[config.mk]
export PLATFORM = sky130hd
export DESIGN_NAME = bus_align_unit
export DESIGN_NICKNAME = d
export VERILOG_FILES = /design/src/rtl/bus_align_unit.sv
export SDC_FILE = /design/constraint.sdc
export NUM_CORES = 1
export LEC_CHECK = 0
export ABC_AREA = 0
export CORE_MARGIN = 10
export CORE_UTILIZATION = 30
export CTS_CLUSTER_DIAMETER = 80
export DETAILED_ROUTE_END_ITERATION = 8
export SKIP_LAST_GASP = 1
export SYNTH_ARGS = -nofsm -noshare
export SYNTH_HDL_FRONTEND = slang
export SYNTH_SLANG_ARGS = --single-unit
[constraint.sdc]
create_clock -name clk -period 2.6 [get_ports clk]
set_input_delay 0.26 -clock clk [delete_from_list [all_inputs] [get_ports clk]]
set_output_delay 0.26 -clock clk [all_outputs]
set_load 0.005 [all_outputs]
[src/rtl/bus_align_unit.sv]
// bus_align_unit: byte/word CPU accesses onto an aligned memory bus; misaligned words become two beats.
// Build macro MISALIGN_TRAP_EN: misaligned words complete at once with fault=1 instead of being split.
module bus_align_unit #(
    parameter int DATA_W = 16,
    parameter int ADDR_W = 16
) (
    input  logic                clk,
    input  logic                reset,
    input  logic                req,
    input  logic                we,
    input  logic                word,
    input  logic                sign_extend,
    input  logic [ADDR_W-1:0]   addr,
    input  logic [DATA_W-1:0]   wdata,
    output logic [DATA_W-1:0]   rdata,
    output logic                done,
    output logic                busy,
    output logic                fault,
    output logic                mem_req,
    output logic                mem_we,
    output logic [ADDR_W-1:0]   mem_addr,
    output logic [DATA_W-1:0]   mem_wdata,
    output logic [DATA_W/8-1:0] mem_be,
    input  logic                mem_ready,
    input  logic [DATA_W-1:0]   mem_rdata
);
    localparam int NB    = DATA_W / 8;
    localparam int OFF_W = $clog2(NB);

    typedef enum logic [1:0] {IDLE, BEAT0, BEAT1, RESP} state_t;
    state_t state_q, state_d;

    logic              we_q, word_q, sx_q;
    logic [ADDR_W-1:0] addr_q, a0;
    logic [DATA_W-1:0] wdata_q, beat0_q, rdata_q, merged;
    logic [OFF_W-1:0]  off_q;
    logic              split_q;
    logic [NB-1:0]     hi_mask;

    assign off_q   = addr_q[OFF_W-1:0];
    assign split_q = word_q & (off_q != '0);
    assign a0      = {addr_q[ADDR_W-1:OFF_W], {OFF_W{1'b0}}};

    // hi_mask marks the lanes served by the first beat of a split access
    always_comb begin
        hi_mask = '0;
        merged  = '0;
        for (int l = 0; l < NB; l++) begin
            hi_mask[l] = (OFF_W'(l) >= off_q);
            merged[l*8 +: 8] = hi_mask[l] ? beat0_q[l*8 +: 8] : mem_rdata[l*8 +: 8];
        end
    end

    function automatic logic [DATA_W-1:0] rotl(input logic [DATA_W-1:0] d, input logic [OFF_W-1:0] o);
        logic [DATA_W-1:0] r;
        logic [OFF_W-1:0]  l;
        r = '0;
        for (int i = 0; i < NB; i++) begin
            l = OFF_W'(i) + o;
            r[int'(l)*8 +: 8] = d[i*8 +: 8];
        end
        return r;
    endfunction

    function automatic logic [DATA_W-1:0] assemble(input logic [DATA_W-1:0] lanes, input logic [OFF_W-1:0] o,
                                                   input logic wd, input logic sx);
        logic [DATA_W-1:0] r;
        logic [OFF_W-1:0]  l;
        logic [7:0]        b;
        r = '0;
        if (wd) begin
            for (int i = 0; i < NB; i++) begin
                l = OFF_W'(i) + o;
                r[i*8 +: 8] = lanes[int'(l)*8 +: 8];
            end
        end else begin
            b = lanes[int'(o)*8 +: 8];
            r = {{(DATA_W-8){sx & b[7]}}, b};
        end
        return r;
    endfunction

`ifdef MISALIGN_TRAP_EN
    logic fault_q;
    logic split_in;
    assign split_in = word & (addr[OFF_W-1:0] != '0);
    assign fault    = (state_q == RESP) & fault_q;
`else
    assign fault = 1'b0;
`endif

    always_ff @(posedge clk or posedge reset) begin
        if (reset) state_q <= IDLE;
        else       state_q <= state_d;
    end

    always_comb begin
        state_d   = state_q;
        mem_req   = 1'b0;
        mem_we    = 1'b0;
        mem_addr  = '0;
        mem_wdata = '0;
        mem_be    = '0;
        case (state_q)
            IDLE: begin
                if (req) begin
`ifdef MISALIGN_TRAP_EN
                    state_d = split_in ? RESP : BEAT0;
`else
                    state_d = BEAT0;
`endif
                end
            end
            BEAT0: begin
                mem_req   = 1'b1;
                mem_we    = we_q;
                mem_addr  = a0;
                mem_wdata = rotl(wdata_q, off_q);
                if (!word_q)      mem_be = {{(NB-1){1'b0}}, 1'b1} << off_q;
                else if (split_q) mem_be = hi_mask;
                else              mem_be = '1;
                if (mem_ready) state_d = split_q ? BEAT1 : RESP;
            end
            BEAT1: begin
                mem_req   = 1'b1;
                mem_we    = we_q;
                mem_addr  = a0 + ADDR_W'(NB);
                mem_wdata = rotl(wdata_q, off_q);
                mem_be    = ~hi_mask;
                if (mem_ready) state_d = RESP;
            end
            RESP:    state_d = IDLE;
            default: state_d = IDLE;
        endcase
    end

    always_ff @(posedge clk or posedge reset) begin
        if (reset) begin
            we_q    <= 1'b0;
            word_q  <= 1'b0;
            sx_q    <= 1'b0;
            addr_q  <= '0;
            wdata_q <= '0;
            beat0_q <= '0;
            rdata_q <= '0;
`ifdef MISALIGN_TRAP_EN
            fault_q <= 1'b0;
`endif
        end else begin
            case (state_q)
                IDLE: begin
                    if (req) begin
                        we_q    <= we;
                        word_q  <= word;
                        sx_q    <= sign_extend;
                        addr_q  <= addr;
                        wdata_q <= wdata;
                        rdata_q <= '0;
`ifdef MISALIGN_TRAP_EN
                        fault_q <= split_in;
`endif
                    end
                end
                BEAT0: begin
                    if (mem_ready) begin
                        if (split_q)    beat0_q <= mem_rdata;
                        else if (!we_q) rdata_q <= assemble(mem_rdata, off_q, word_q, sx_q);
                    end
                end
                BEAT1: begin
                    if (mem_ready && !we_q) rdata_q <= assemble(merged, off_q, word_q, sx_q);
                end
                default: ;
            endcase
        end
    end

    assign rdata = rdata_q;
    assign done  = (state_q == RESP);
    assign busy  = (state_q != IDLE);
endmodule

==> flow_summary.json, run 1 <==
{
  "status": "finished clean",
  "postRouteAntennaNets": 0,
  "ios": 110,
  "internal_power_mw": 4.61,
  "p_clk_share_pct": 14.5,
  "fillers": 1268,
  "criticalPathCategory": "register to output pin",
  "pwr_density_cell_mw_per_mm2": 1300,
  "synth-edff-count": 0,
  "synth_top_area_share_pct": 43.1,
  "worst_pin_slew_ps": 753,
  "die_w_microns": 136,
  "core-area_sq_mm": 0.0132,
  "hold_path_class": "input port to async pin",
  "via_per_inst": 5.04,
  "die-area_sq_mm": 0.0184,
  "place_hpwl_microns": 8310,
  "drt_wl_total_microns": 11400,
  "numPortBuffers": 107,
  "diodes": 0,
  "drive_gt1_share_pct": 26.7,
  "syn-instance-count": 344,
  "p_leak_nw": 2.28,
  "ys_seq_area_share_pct": 43.1,
  "drcViolationCount": 0,
  "top_layer": "met4",
  "synth_top_area_cell": "dfrtp_1",
  "grt_usage_pct": 12.4,
  "antenna_found_initial": 0,
  "irDropWorstVdd_mv": 0.604,
  "grt_pass1_vias": 3359,
  "reg2reg_setup_slack_ps": 390,
  "synth.distinct_cells": 49,
  "dp.cells": 609,
  "finalMaxSlewViolations": 0,
  "cp-end-kind": "output pin",
  "maxCapViolCount": 0,
  "arrival_ps": 2250,
  "finalSetupViolCount": 0,
  "cts_tree": "done",
  "drt_pre_antenna_iters": 4,
  "yosysWarningCount": 0,
  "relSlewSlack_pct": 49.7,
  "cp.required_ps": 2340,
  "synthTopCellsByCount": "mux2_2, dfrtp_1, nor2b_1, mux2i_1, nand2_1",
  "gr-total-overflow": 0,
  "gp_congestion": 0.816,
  "vias": 3152,
  "insertion_delay_ps": 330,
  "rsz0062_at_grt": "yes",
  "met3_length_microns": 830,
  "fp.dieH_microns": 136,
  "synth_area_leaders": "dfrtp_1, mux2_2, mux2i_1",
  "syn_to_final_growth_pct": 38.9,
  "worstSetupStartpointType": "register",
  "min_period_ps": 2510,
  "hold_viol": 0,
  "syn_area_per_cell_sq_um": 11.6,
  "ys.flop_type": "dfrtp_1",
  "htreeDepth": 3,
  "first_iter_violations": 195,
  "cp_max_fo": 6,
  "synth_seq_cells": 69,
  "final_cells": 625,
  "netlist_area_sq_mm": 0.00401,
  "skew_ps": 4.88,
  "nNetsFinal": 507,
  "met2WireLength_microns": 5480,
  "switching_share_pct": 36.4,
  "p_switching_mw": 2.63,
  "yosysMostFrequentCell": "mux2_2",
  "detailedPlace.worstSlack_ps": 114,
  "numCtsBuffers": 9,
  "cts_root_buffer": "clkbuf_16",
  "start_util_pct": 30.4,
  "clk_path_buf_depth": 2,
  "async_flop_share_pct": 100,
  "fmax_ghz": 0.398,
  "cts-hold-fix-buffers": 0,
  "avgRoutedWirePerCell_microns": 18.2,
  "pwr-share-comb_pct": 55.5,
  "grt_pass1_wl_microns": 18200,
  "clkTransAtPathRegs_ps": 50,
  "clock-sinks": 69,
  "wl_met1_microns": 4930,
  "postLayoutSetupSlackWorst_ps": 85.5,
  "seqPwrFrac_pct": 30.0,
  "grt_max_degree": 40,
  "finalCritPeriodShare_pct": 96.7,
  "rows": 42
}
cells by family after synthesis:
| family | synth area share (%) |
|---|---|
| adder cells (fa/ha/maj) | 1.87 |
| XOR/XNOR | 0.874 |
| flip-flops | 43.1 |
| multiplexers | 26.1 |
| AO/OA/AOI/OAI | 12.6 |
| AND/OR/NAND/NOR | 11.0 |
| other | 0.0936 |
| buffers and inverters | 4.50 |
what timing repair did:
item,CTS,global route
gates resized for setup,9,16
buffers inserted,2,0
pin swaps,0,0
setup endpoints to repair,10,17
cloned,0,0
layer usage:
metal  vias to the layer above  track usage [%]
met2                        99             19.6
li1                       1477                -
met4                         0             3.53
met5                         -                0
met1                      1566             15.3
met3                        10             4.97
registers in the layout (all words and copies together), names as in the netlist:
name	flops
beat0_q	16
sx_q	1
rdata	16
state_q	2
wdata_q	16
word_q	1
addr_q	16
we_q	1
cell type report:
| class | count | area, sq um | share of cell area (%) |
|---|---|---|---|
| flip-flops and latches | 69 | 1730 | 31.1 |
| clock inverters | 2 | 12.5 | 0.225 |
| inverters | 4 | 15.0 | 0.270 |
| well taps | 176 | 220 | 3.96 |
| clock buffers | 12 | 236 | 4.25 |
| repair buffers | 119 | 1180 | 21.2 |
| multi-input cells | 243 | 2170 | 39.0 |
critical path, cell delays in order, from the launching register on:
cell and delay [ps]:
dfrtp_1 390, inv_2 90, ha_4 300, nand2_1 170, nand2_1 200, o311ai_4 130, o41ai_2 70, clkdlybuf4s50_1 570
cells in the final DEF (no fill, tap or decap), types with 2 or more instances in the layout:
| cell | netlist | final |
|---|---|---|
| clkdlybuf4s50_1 | 0 | 103 |
| mux2i_1 | 20 | 20 |
| and4_2 | 0 | 2 |
| conb_1 | 1 | 2 |
| dfrtp_1 | 69 | 65 |
| o22ai_2 | 2 | 2 |
| ha_1 | 6 | 4 |
| clkbuf_1 | 8 | 3 |
| and2_1 | 4 | 2 |
| inv_2 | 0 | 2 |
| inv_1 | 4 | 2 |
| xor2_1 | 3 | 3 |
| buf_4 | 3 | 11 |
| nand2_2 | 0 | 2 |
| dfrtp_2 | 0 | 3 |
| and2_4 | 0 | 2 |
| a311oi_1 | 8 | 8 |
| o21ai_0 | 11 | 11 |
| mux2_2 | 74 | 74 |
| ha_4 | 0 | 2 |
| a32o_1 | 8 | 8 |
| nand2_1 | 15 | 13 |
| dlymetal6s2s_1 | 0 | 3 |
| nor2b_1 | 26 | 26 |
| nand4_1 | 3 | 3 |
| a22oi_1 | 8 | 8 |
| nand3b_1 | 2 | 2 |
| clkbuf_16 | 0 | 9 |
| nand3_1 | 8 | 8 |
| o2bb2ai_1 | 8 | 8 |
| a21oi_1 | 7 | 7 |
| nor2_1 | 3 | 3 |
per-stage QoR:
step | cell area, sq um | total power, mW | hold slack (ps) | setup TNS, ps | utilization (%)
2_1_floorplan | 4010 | 4.42 | 411 | 0 | -
3_3_place_gp | 5230 | 6.04 | 475 | 0 | 39.6
3_5_place_dp | 5230 | 6.14 | 477 | 0 | 39.6
4_1_cts | 5510 | 7.32 | 458 | 0 | 41.8
5_1_grt | 5570 | 7.81 | 511 | -67.8 | 42.2
6_report | 5570 | 7.24 | 425 | 0 | 42.2
final timing paths:
kind	startpoint	to	depth (start not counted)
max	state_q[0]	mem_addr[13]	7
min	reset	addr_q[0]	2
max reg2reg	state_q[1]	rdata[6]	7
min reg2reg	rdata[13]	rdata[13]	1
max in group asynchronous	reset	addr_q[2]	3
min in group clk	rdata[13]	rdata[13]	1
power groups by stage:
stage | sequential [mW] | clock, mW | combinational [mW]
global route | 2.26 | 1.13 | 4.42
finish | 2.17 | 1.05 | 4.01
global placement | 2.14 | 0 | 3.91
detailed placement | 2.18 | 0 | 3.97
floorplan | 1.96 | 0 | 2.46
CTS | 2.16 | 1.10 | 4.06
Note: power is estimated with default switching activity, not from simulation.
==> inputs of run 2 (changes only) <==
- CTS_BUF_LIST: default -> sky130_fd_sc_hd__clkbuf_16
==> run 2 against run 1 <==
Die area is the same. Count of clock-buffer cells in the layout shrank 3. Clock skew is essentially flat. Critical path type unchanged. Sequential share of layout area is the same. Register-to-register slack is essentially flat. Cell count is the same. Flip-flop and latch count is the same. Wire length grew 0.24%.
==> flow_summary.json, run 2 (synthesis results as in run 1) <==
{
  "cts_root_buffer": "clkbuf_16",
  "crit_start": "state_q[0]",
  "insertion_delay_ps": 330,
  "grt_pass1_wl_microns": 18200,
  "status": "finished clean",
  "numCtsBuffers": 9,
  "clock-sinks": 69,
  "drt_pre_antenna_iters": 4,
  "ios": 110,
  "place_hpwl_microns": 8310,
  "numPortBuffers": 107,
  "avgRoutedWirePerCell_microns": 18.2,
  "antenna_found_initial": 0,
  "crit_top_cell": "nand2_1",
  "core-area_sq_mm": 0.0132,
  "skew_ps": 4.65,
  "cp.required_ps": 2340,
  "arrival_ps": 2250,
  "worst_pin_slew_ps": 754,
  "htreeDepth": 3,
  "finalMaxSlewViolations": 0,
  "finalSetupViolCount": 0,
  "drive_gt1_share_pct": 26.7,
  "rsz0062_at_grt": "yes",
  "relSlewSlack_pct": 49.7,
  "clkTransAtPathRegs_ps": 50,
  "fillers": 1268,
  "start_util_pct": 30.4,
  "worstPathCellList": "inv_2 -> ha_4 -> nand2_1 -> nand2_1 -> o311ai_4 -> o41ai_2 -> clkdlybuf4s50_1",
  "die-area_sq_mm": 0.0184,
  "hold_viol": 0,
  "grt_max_degree": 40,
  "pwr_density_cell_mw_per_mm2": 1300,
  "via_per_inst": 5.03,
  "finalCritPeriodShare_pct": 96.6,
  "slowest_delay_ps": 570,
  "min_period_ps": 2510,
  "worstReg2RegStart": "state_q[1]",
  "drt_wl_total_microns": 11400,
  "die_w_microns": 136,
  "nNetsFinal": 507,
  "criticalPathCategory": "register to output pin",
  "cts-hold-fix-buffers": 0,
  "diodes": 0,
  "mostFrequentLayoutCells": "clkdlybuf4s50_1, mux2_2, dfrtp_1, nor2b_1, mux2i_1",
  "cpMaxStageDelayCell": "clkdlybuf4s50_1",
  "vias": 3141,
  "grt_pass1_vias": 3359,
  "grt_usage_pct": 12.4,
  "syn_to_final_growth_pct": 38.9,
  "first_iter_violations": 205,
  "clk_path_buf_depth": 2,
  "postRouteAntennaNets": 0,
  "irDropWorstVdd_mv": 0.604,
  "p_leak_nw": 2.29,
  "holdWs_ps": 425,
  "cp-end-kind": "output pin",
  "final_common_cell": "clkdlybuf4s50_1",
  "power_mw": 7.23,
  "hold_path_class": "input port to async pin",
  "maxCapViolCount": 0,
  "fmax_ghz": 0.398,
  "cts_tree": "done",
  "worstSetupStartpointType": "register",
  "cp_max_fo": 6,
  "setup_tns_ps": 0,
  "gp_congestion": 0.816,
  "rows": 42,
  "fp.dieH_microns": 136,
  "drcViolationCount": 0,
  "gr-total-overflow": 0
}
run 2: final timing paths:
path,endpoint,slack [ps],cells past startpoint
worst max-delay path,mem_addr[13],90,7
worst min-delay path,addr_q[0],420,2
worst max register to register,rdata[6],390,7
worst min register to register,rdata[13],490,1
max in group asynchronous,addr_q[2],1500,3
min in group clk,rdata[13],490,1
run 2: where the power goes:
group	internal (mW)	leakage [nW]	switching [mW]
sequential	1.61	0.851	0.556
combinational	2.36	1.31	1.66
clock	0.621	0.131	0.420
total	4.59	2.29	2.63
run 2: stage by stage:
step                instance area [sq um]  cells  utilization, %  setup WS (ps)
finish                               5570    625            42.2           88.3
global route                         5570    625            42.2          -63.4
CTS                                  5510    625            41.8          0.794
detailed placement                   5230    609            39.6            114
global placement                     5230    609            39.6            157
floorplan                            4010    345               -            600
run 2: timing repair:
action / in CTS / in global routing
resized for setup: 9 / 16
endpoints found under the setup margin: 10 / 17
pin swaps: 0 / 0
setup buffers: 2 / 0
run 2: final cells by class:
cell class / count / area [sq um] / share of cell area [%]
Multi-Input combinational cell: 243 / 2170 / 39.0
Sequential cell: 69 / 1730 / 31.1
Timing Repair Buffer: 119 / 1180 / 21.2
Clock buffer: 9 / 225 / 4.04
Tap cell: 176 / 220 / 3.96
Clock inverter: 5 / 23.8 / 0.427
Inverter: 4 / 15.0 / 0.270
run 2: critical path, delay by kind of cell, from the launching register on:
| kind | cells | cell delay [ps] |
|---|---|---|
| flip-flops | 1 | 390 |
| adder cells (fa/ha/maj) | 1 | 300 |
| buffers and inverters | 2 | 660 |
| AO/OA/AOI/OAI | 2 | 200 |
| AND/OR/NAND/NOR | 2 | 370 |
run 2: metal layers:
metal	vias up	global-route usage, %	wire [microns]
met5	-	0	0
met4	0	3.53	100
met3	8	4.97	814
met2	94	19.6	5490
met1	1562	15.3	4970
li1	1477	-	-
